===== src/rtl/bank_frame_scheduler_if.sv =====
// Producer/consumer handshake bundle for bank_frame_scheduler.
//   in_valid/in_ready/in_data       : producer word stream into the scheduler
//   out_valid/out_ready/out_data    : consumer word stream out of the scheduler
//   out_last                        : marks the final word of a frame
// slave is the scheduler's view; master is the view of the environment driving it.
interface bank_frame_scheduler_if #(
    parameter int unsigned WORD_WIDTH = 4
) ();
    logic                  in_valid;
    logic                  in_ready;
    logic [WORD_WIDTH-1:0] in_data;
    logic                  out_valid;
    logic                  out_ready;
    logic [WORD_WIDTH-1:0] out_data;
    logic                  out_last;

    modport master (
        output in_valid, in_data, out_ready,
        input  in_ready, out_valid, out_data, out_last
    );

    modport slave (
        input  in_valid, in_data, out_ready,
        output in_ready, out_valid, out_data, out_last
    );
endinterface


===== src/rtl/bank_frame_scheduler.sv =====
// Runs a bankRAM as a circular buffer of frames (one frame per bank).
// The writer fills banks in rotating order; the reader streams complete banks
// out oldest-first through a 2-entry skid FIFO that absorbs the RAM read latency.
// Ports:
//   clk, rst_n          : clock, asynchronous active-low reset
//   bus (slave)         : producer in_* and consumer out_* handshakes
//   full_count          : banks holding complete, not yet freed frames
//   ram_wr_en           : per-bank write strobe (one-hot of write bank on accept)
//   ram_wr_bank_select  : one-hot current write bank
//   ram_rd_bank_select  : one-hot current read bank
//   ram_wr_address/data : write address and data (data = in_data)
//   ram_rd_address      : read address
//   ram_rd_data         : bankRAM read data, valid one cycle after address issue
module bank_frame_scheduler #(
    parameter int unsigned NO_BANKS      = 8,
    parameter int unsigned WORD_WIDTH    = 4,
    parameter int unsigned ADDRESS_WIDTH = 5
) (
    input  logic                           clk,
    input  logic                           rst_n,
    bank_frame_scheduler_if.slave          bus,
    output logic [$clog2(NO_BANKS+1)-1:0]  full_count,
    output logic [NO_BANKS-1:0]            ram_wr_en,
    output logic [NO_BANKS-1:0]            ram_wr_bank_select,
    output logic [NO_BANKS-1:0]            ram_rd_bank_select,
    output logic [ADDRESS_WIDTH-1:0]       ram_wr_address,
    output logic [ADDRESS_WIDTH-1:0]       ram_rd_address,
    output logic [WORD_WIDTH-1:0]          ram_wr_data,
    input  logic [WORD_WIDTH-1:0]          ram_rd_data
);
    localparam int unsigned PTR_W = (NO_BANKS > 1) ? $clog2(NO_BANKS) : 1;
    localparam int unsigned CNT_W = $clog2(NO_BANKS + 1);

    localparam logic [PTR_W-1:0]         LAST_BANK = PTR_W'(NO_BANKS - 1);
    localparam logic [ADDRESS_WIDTH-1:0] LAST_ADDR = '1;
    localparam logic [CNT_W-1:0]         ALL_FULL  = CNT_W'(NO_BANKS);

    typedef enum logic [1:0] {
        RD_IDLE   = 2'd0,
        RD_STREAM = 2'd1,
        RD_DRAIN  = 2'd2
    } rd_state_t;

    rd_state_t              rd_state;
    logic [PTR_W-1:0]       wr_ptr;
    logic [PTR_W-1:0]       rd_ptr;
    logic [ADDRESS_WIDTH-1:0] wr_addr;
    logic [ADDRESS_WIDTH-1:0] rd_addr;

    logic                   inflight;
    logic                   inflight_last;
    logic [1:0]             fifo_occ;
    logic [WORD_WIDTH-1:0]  fifo_data [2];
    logic [1:0]             fifo_last;

    logic                   accept;
    logic                   wr_done;
    logic                   pop;
    logic                   issue;
    logic                   free;
    logic [2:0]             slots_used;

    // Handshake and RAM-facing combinational outputs
    assign bus.in_ready  = (full_count != ALL_FULL);
    assign bus.out_valid = (fifo_occ != 2'd0);
    assign bus.out_data  = fifo_data[0];
    assign bus.out_last  = fifo_last[0];

    assign accept  = bus.in_valid & bus.in_ready;
    assign wr_done = accept & (wr_addr == LAST_ADDR);
    assign pop     = bus.out_valid & bus.out_ready;

    assign ram_wr_bank_select = NO_BANKS'(1) << wr_ptr;
    assign ram_rd_bank_select = NO_BANKS'(1) << rd_ptr;
    assign ram_wr_en          = accept ? ram_wr_bank_select : '0;
    assign ram_wr_address     = wr_addr;
    assign ram_rd_address     = rd_addr;
    assign ram_wr_data        = bus.in_data;

    // Slots committed next cycle: words held plus the word in flight, minus the
    // word leaving now. Counting the pop keeps one word per cycle under
    // continuous out_ready while still never overflowing the 2-entry FIFO.
    assign slots_used = 3'(fifo_occ) + 3'(inflight) - 3'(pop);
    assign issue      = (rd_state == RD_STREAM) && (slots_used < 3'd2);
    assign free       = (rd_state == RD_DRAIN) && pop && bus.out_last;

    // Write pointer/address: a bank rotates out once its last word is accepted
    always_ff @(posedge clk or negedge rst_n) begin
        if (!rst_n) begin
            wr_ptr  <= '0;
            wr_addr <= '0;
        end else if (accept) begin
            wr_addr <= wr_addr + ADDRESS_WIDTH'(1);
            if (wr_addr == LAST_ADDR) begin
                wr_ptr <= (wr_ptr == LAST_BANK) ? '0 : wr_ptr + PTR_W'(1);
            end
        end
    end

    // Count of complete, unfreed frames; simultaneous fill and free cancel
    always_ff @(posedge clk or negedge rst_n) begin
        if (!rst_n) begin
            full_count <= '0;
        end else begin
            case ({wr_done, free})
                2'b10:   full_count <= full_count + CNT_W'(1);
                2'b01:   full_count <= full_count - CNT_W'(1);
                default: full_count <= full_count;
            endcase
        end
    end

    // Read sequencer: stream the oldest full bank, then wait for its last pop
    always_ff @(posedge clk or negedge rst_n) begin
        if (!rst_n) begin
            rd_state <= RD_IDLE;
            rd_addr  <= '0;
            rd_ptr   <= '0;
        end else begin
            case (rd_state)
                RD_IDLE: begin
                    if (full_count != '0) begin
                        rd_state <= RD_STREAM;
                        rd_addr  <= '0;
                    end
                end
                RD_STREAM: begin
                    if (issue) begin
                        rd_addr <= rd_addr + ADDRESS_WIDTH'(1);
                        if (rd_addr == LAST_ADDR) begin
                            rd_state <= RD_DRAIN;
                        end
                    end
                end
                RD_DRAIN: begin
                    // Bank select moves only here, after every word of the bank has left
                    if (free) begin
                        rd_state <= RD_IDLE;
                        rd_ptr   <= (rd_ptr == LAST_BANK) ? '0 : rd_ptr + PTR_W'(1);
                    end
                end
                default: rd_state <= RD_IDLE;
            endcase
        end
    end

    // Read-return tracking and 2-entry output FIFO (entry 0 is the head)
    always_ff @(posedge clk or negedge rst_n) begin
        if (!rst_n) begin
            inflight      <= 1'b0;
            inflight_last <= 1'b0;
            fifo_occ      <= 2'd0;
            fifo_data[0]  <= '0;
            fifo_data[1]  <= '0;
            fifo_last     <= 2'b00;
        end else begin
            inflight      <= issue;
            inflight_last <= issue && (rd_addr == LAST_ADDR);
            case ({inflight, pop})
                2'b10: begin
                    fifo_data[fifo_occ[0]] <= ram_rd_data;
                    fifo_last[fifo_occ[0]] <= inflight_last;
                    fifo_occ               <= fifo_occ + 2'd1;
                end
                2'b01: begin
                    fifo_data[0] <= fifo_data[1];
                    fifo_last[0] <= fifo_last[1];
                    fifo_occ     <= fifo_occ - 2'd1;
                end
                2'b11: begin
                    if (fifo_occ == 2'd1) begin
                        fifo_data[0] <= ram_rd_data;
                        fifo_last[0] <= inflight_last;
                    end else begin
                        fifo_data[0] <= fifo_data[1];
                        fifo_last[0] <= fifo_last[1];
                        fifo_data[1] <= ram_rd_data;
                        fifo_last[1] <= inflight_last;
                    end
                end
                default: begin
                    fifo_occ <= fifo_occ;
                end
            endcase
        end
    end
endmodule


===== src/flat_wrapper.sv =====
// flat-port wrapper written by rule: the top's interface ports become plain ports
module bank_frame_scheduler_flat 
#(
    parameter int unsigned NO_BANKS      = 8,
    parameter int unsigned WORD_WIDTH    = 4,
    parameter int unsigned ADDRESS_WIDTH = 5
)
  (clk, rst_n, full_count, ram_wr_en, ram_wr_bank_select, ram_rd_bank_select, ram_wr_address, ram_rd_address, ram_wr_data, ram_rd_data, bus_in_valid, bus_in_data, bus_out_ready, bus_in_ready, bus_out_valid, bus_out_data, bus_out_last);
  bank_frame_scheduler_if #(.WORD_WIDTH(WORD_WIDTH)) bus_i ();
  input  logic clk;
  input  logic rst_n;
  output logic [$clog2(NO_BANKS+1)-1:0] full_count;
  output logic [NO_BANKS-1:0] ram_wr_en;
  output logic [NO_BANKS-1:0] ram_wr_bank_select;
  output logic [NO_BANKS-1:0] ram_rd_bank_select;
  output logic [ADDRESS_WIDTH-1:0] ram_wr_address;
  output logic [ADDRESS_WIDTH-1:0] ram_rd_address;
  output logic [WORD_WIDTH-1:0] ram_wr_data;
  input  logic [WORD_WIDTH-1:0] ram_rd_data;
  input wire logic [$bits(bus_i.in_valid)-1:0] bus_in_valid;
  input wire logic [$bits(bus_i.in_data)-1:0] bus_in_data;
  input wire logic [$bits(bus_i.out_ready)-1:0] bus_out_ready;
  output wire logic [$bits(bus_i.in_ready)-1:0] bus_in_ready;
  output wire logic [$bits(bus_i.out_valid)-1:0] bus_out_valid;
  output wire logic [$bits(bus_i.out_data)-1:0] bus_out_data;
  output wire logic [$bits(bus_i.out_last)-1:0] bus_out_last;
  assign bus_i.in_valid = bus_in_valid;
  assign bus_i.in_data = bus_in_data;
  assign bus_i.out_ready = bus_out_ready;
  assign bus_in_ready = bus_i.in_ready;
  assign bus_out_valid = bus_i.out_valid;
  assign bus_out_data = bus_i.out_data;
  assign bus_out_last = bus_i.out_last;
  bank_frame_scheduler #(.NO_BANKS(NO_BANKS), .WORD_WIDTH(WORD_WIDTH), .ADDRESS_WIDTH(ADDRESS_WIDTH)) u_core (.clk(clk), .rst_n(rst_n), .bus(bus_i), .full_count(full_count), .ram_wr_en(ram_wr_en), .ram_wr_bank_select(ram_wr_bank_select), .ram_rd_bank_select(ram_rd_bank_select), .ram_wr_address(ram_wr_address), .ram_rd_address(ram_rd_address), .ram_wr_data(ram_wr_data), .ram_rd_data(ram_rd_data));
endmodule

===== config.mk =====
export PLATFORM = sky130hd
export DESIGN_NAME = bank_frame_scheduler_flat
export DESIGN_NICKNAME = d
export VERILOG_FILES = /design/src/rtl/bank_frame_scheduler_if.sv /design/src/rtl/bank_frame_scheduler.sv /design/src/flat_wrapper.sv
export SDC_FILE = /design/constraint.sdc
export NUM_CORES = 1
export LEC_CHECK = 0
export BUFFER_PORTS_ARGS = -buffer_cell sky130_fd_sc_hd__buf_2
export CORE_UTILIZATION = 40
export CTS_CLUSTER_SIZE = 16
export DETAILED_ROUTE_END_ITERATION = 7
export SYNTH_ARGS = -nofsm -noshare
export SYNTH_HDL_FRONTEND = slang
export SYNTH_SLANG_ARGS = --single-unit

===== constraint.sdc =====
create_clock -name clk -period 3.2 [get_ports clk]
set_input_delay 0.64 -clock clk [delete_from_list [all_inputs] [get_ports clk]]
set_output_delay 0.64 -clock clk [all_outputs]
set_load 0.02 [all_outputs]

==> results <==
- The run finished with clean final reports.
- Synthesis instantiated 39 different standard cells from the library.
- In the post-synthesis netlist, the biggest area contributors are sky130_fd_sc_hd__dfrtp_1 40%, sky130_fd_sc_hd__ha_1 14%, sky130_fd_sc_hd__mux2_2 4.6%.
- The xor and xnor fraction of the mapped netlist area is 4.72%.
- The routed via count divided by cell count is 4.84.
- The synthesized netlist devotes 9.89% of its cell area to compound gates.
- The total buffers and inverters traversed by the critical path is 1.
- The cell count after synthesis is 213.
- The number of nets in the synthesized netlist is 251.
- TritonCTS built the clock tree.
- Per report_power, the sequential group accounts for 34.1% of the total.
- The path category of the worst min-delay check is in -> async.
- After global routing the overflow that remains totals 0.
- The initial antenna violation count was 0.
- For this configuration, the core starts out at a cell density of 42.5%.
- At the end of routability-driven placement, the weighted congestion stood at 0.794.
- Summing the areas of all fa, ha and maj instances in the mapped netlist gives 14.9% of the synthesized area.
- In this run the horizontal extent of the chip is 76.6 µm.
- For this design the static power due to leakage is 1.37 nW.
- For this run, the top clock speed supported by timing is 368 MHz.
- The synthesized area per cell is 10.5 µm².
- The total of buffers placed on input and output ports is 52.
- The delay of the slowest cell on the worst path is 0.46 ns.
- The clock-pin slew reported for the worst setup and hold paths after clock tree synthesis is 0.07 ns.
- TritonCTS created 5 clock buffers.
- Clock tree synthesis found a total of 36 sinks.
- The simple-gate share of the synthesized area is 16.6%.
- The synthesis-stage register bit count is 36.
- The pin slew with the least headroom to its limit is 0.802 ns.
- The first element of the critical path is u_core.fifo_occ[0]$_DFFE_PN0N_.
- The area growth from synthesis to layout is 16.6%.
- The placement row count is 26.
- The antenna cell count is 0.
- The number of fillers in the final layout is 515.
- The arrival time reported for the critical path endpoint is 2.88 ns.
- The number of global-route vias before repair is 1554.
- The synthesis warning total is 0.
- The net load switching power is 1.03 mW.
- The final setup TNS is 0 ns.
- Setup repair after global routing left no endpoint under its margin.
- The post-synthesis instance area is 2230 µm².
- The count of routing violations after the opening detailed-route iteration is 57.
- By instance count, the leading cell after synthesis is sky130_fd_sc_hd__dfrtp_1.
- The root buffer cell is sky130_fd_sc_hd__clkbuf_8.
- The largest fanout on the critical path is 6.
- In the synthesized netlist, mux cells make up 7.47% of the area.
- The largest total area in the synthesized netlist belongs to sky130_fd_sc_hd__dfrtp_1.
- For this design, the CTS-stage hold fixing added 0 buffers.
- Traced cell by cell, the critical path runs through inv_1, ha_1, nor2b_4, nand3_1, nor2_1, ha_1, xor2_1, ha_1, a21oi_1, xor2_1, nor2_1, xor2_1.
- The insertion delay of the later-clocked pin in the worst-skew pair is 0.29 ns.
- The die is 76.6 µm tall.
- The worst setup path is of the reg -> reg kind.
- After detailed routing, the average wire length per cell comes to 12.2 µm.
- The worst setup path is captured at a flip-flop.
- The fraction of layout cells with a size suffix above 1 is 28.8%.
- The half-perimeter wire length after detailed placement is 3000 µm.
- The final critical path time including I/O delays and setup is 2.72 ns.
- After layout, the worst path uses 84.9% of the clock period.
- In this run the critical register-to-register path is launched from u_core.fifo_occ[0]$_DFFE_PN0N_.
- The number of resized instances in the post-cts repair step is 0.
- Headroom to the max-slew limit came out at 46.5%.
- For this run, the post-layout net count is 301.
- The maximum clock insertion buffer count is 2.
- The fraction of synthesis flops using an asynchronous set or reset pin is 100%.
- The finished cells cover 2600 µm².
- The switching fraction of total power is 44.4%.
- Counting instances in the post-synthesis netlist gives the leading cell types as 36 x sky130_fd_sc_hd__dfrtp_1, 25 x sky130_fd_sc_hd__ha_1, 16 x sky130_fd_sc_hd__inv_1, 16 x sky130_fd_sc_hd__nor2_1, 10 x sky130_fd_sc_hd__nand2_1.
- The power share of the clock group is 14.3%.
- Entering global routing, the biggest net connects 37 pins.
- Global routing used 15.5% of the available tracks across all layers.
- The final hold violation count is 0.
- Among all flip-flop cells after synthesis, the most frequent one is sky130_fd_sc_hd__dfrtp_1.
- In this run the post-CTS setup repair buffer count came out at 0.
- The synthesized design contains 0 enable-type register cells.
- The max-capacitance violation count is 0.
- On the final layout, the worst hold slack is 0.434 ns.
- For this run, design rule violations remaining after detail routing come to 0.
- Of the total power, combinational logic draws 51.5%.
- Between clock sinks in the finished design, the worst skew comes to 0.00550 ns.
- The floorplan core area is 5240 µm².
- The sequential cell area fraction in the yosys report is 40.4%.
- The first detailed-routing pass took 4 iterations.
- The internal power is 1.29 mW.
- Summing all multi-input logic gate instances after layout gives 1190 µm².
- The total number of vias is 1615.
- The top cell family by delay on the critical path is adder cells.
- At the worst endpoint, the required time is 3.36 ns.
- The category of the worst setup path launch point is a flip-flop.
- IR analysis of the VDD net gives a maximum drop of 0.000419 V.
- The area used by sequential logic in the layout is 901 µm².
- After detailed placement, the total cell area comes to 2500 µm².
- The count of nets left with antenna violations once routing finished came out at 0.
- The share of synthesized area in the top cell type comes to 40.4%.
- The deepest level of the CTS H-tree is 2.
- In this run the power density over the cells is 894 nW/µm².
- For flop-to-flop paths, the worst setup slack is 0.48 ns.
- The first global-routing pass estimated 7200 µm of wire.
- The die covers 5870 µm².
- During I/O placement, the number of pins put on the boundary was 61.
- Summed over all layers, the routed wires come to 4090 µm.
- The main combinational cell family by area after synthesis is simple AND/OR/NAND/NOR gates.
- The design draws 2.32 mW.
- The slowest cell on the critical path is sky130_fd_sc_hd__dfrtp_1.
- Setup violations remaining at the end of the flow were counted as 0.
- The max-slew violation count is 0.
cells by family (layout without fill, tap and decap cells):
group / after synthesis / count (layout)
AND/OR/NAND/NOR: 68 / 68
flip-flops: 36 / 36
AO/OA/AOI/OAI: 31 / 31
adder cells (fa/ha/maj): 26 / 26
buffers and inverters: 25 / 76
multiplexers: 15 / 15
XOR/XNOR: 12 / 12
placed cells by master, fill, tap and decap left out, drive strengths merged, types with 7 or more instances in the layout:
master	instances
buf	52
and3	8
inv	16
nor2b	7
and2	9
dfrtp	36
xnor2	7
nand2	11
mux2	10
nor2	16
ha	25
sequential cells by signal, summed over array words and instances (netlist names):
name and flops:
u_core.bus.out_data 4, u_core.ram_wr_address 5, u_core.wr_ptr 3, u_core.rd_state 2
u_core.ram_rd_address 5, u_core.fifo_occ 2, u_core.inflight_last 1, u_core.fifo_last 2
u_core.rd_ptr 3, u_core.inflight 1, u_core.full_count 4, u_core.fifo_data 4
worst paths after layout:
check,endpoint,cells after the start
max,u_core.full_count[2]$_DFFE_PN0P_,12
min,u_core.fifo_occ[0]$_DFFE_PN0N_,1
max reg2reg,u_core.full_count[2]$_DFFE_PN0P_,12
min reg2reg,u_core.ram_wr_address[3]$_DFFE_PN0P_,1
max in group asynchronous,u_core.wr_ptr[1]$_DFFE_PN0P_,1
min in group clk,u_core.ram_wr_address[3]$_DFFE_PN0P_,1
layout make-up:
cell class | instances | area share [%]
clock buffer | 6 | 3.18
clock inverter | 2 | 0.386
tap | 70 | 3.37
timing repair buffer | 52 | 10.0
sequential | 36 | 34.7
inverter | 16 | 2.31
multi-input combinational | 152 | 46.0
stage by stage:
| step | setup WS (ns) | util, % | std cells |
|---|---|---|---|
| after CTS | 0.445 | 49.6 | 334 |
| final | 0.483 | 49.6 | 334 |
| after detailed placement | 0.476 | 47.8 | 326 |
| after floorplan | 0.779 | - | 213 |
| after global routing | 0.175 | 49.6 | 334 |
| after global placement | 0.599 | 47.8 | 326 |
metal layers:
metal / up-vias / track usage, % / wire, µm
met2: 46 / 25.0 / 1870
met3: 5 / 5.15 / 228
li1: 819 / - / -
met4: 0 / 5.19 / 55
met5: - / 0 / 0
met1: 745 / 19.4 / 1940
worst register-to-register path, cell delays in order, from the launching register on:
cell and delay (ns):
sky130_fd_sc_hd__dfrtp_1 0.46, sky130_fd_sc_hd__inv_1 0.10, sky130_fd_sc_hd__ha_1 0.25, sky130_fd_sc_hd__nor2b_4 0.18, sky130_fd_sc_hd__nand3_1 0.10, sky130_fd_sc_hd__nor2_1 0.35
sky130_fd_sc_hd__ha_1 0.36, sky130_fd_sc_hd__xor2_1 0.10, sky130_fd_sc_hd__ha_1 0.18, sky130_fd_sc_hd__a21oi_1 0.15, sky130_fd_sc_hd__xor2_1 0.17, sky130_fd_sc_hd__nor2_1 0.07
sky130_fd_sc_hd__xor2_1 0.14
power by group through the flow:
stage               Clock, mW  Combinational (mW)  Sequential [mW]
CTS                     0.348                1.20            0.796
detailed placement          0                1.19            0.805
floorplan                   0               0.853            0.862
global route            0.365                1.35            0.831
global placement            0                1.19            0.800
finish                  0.333                1.20            0.793
Note: power is estimated with default switching activity, not from simulation.
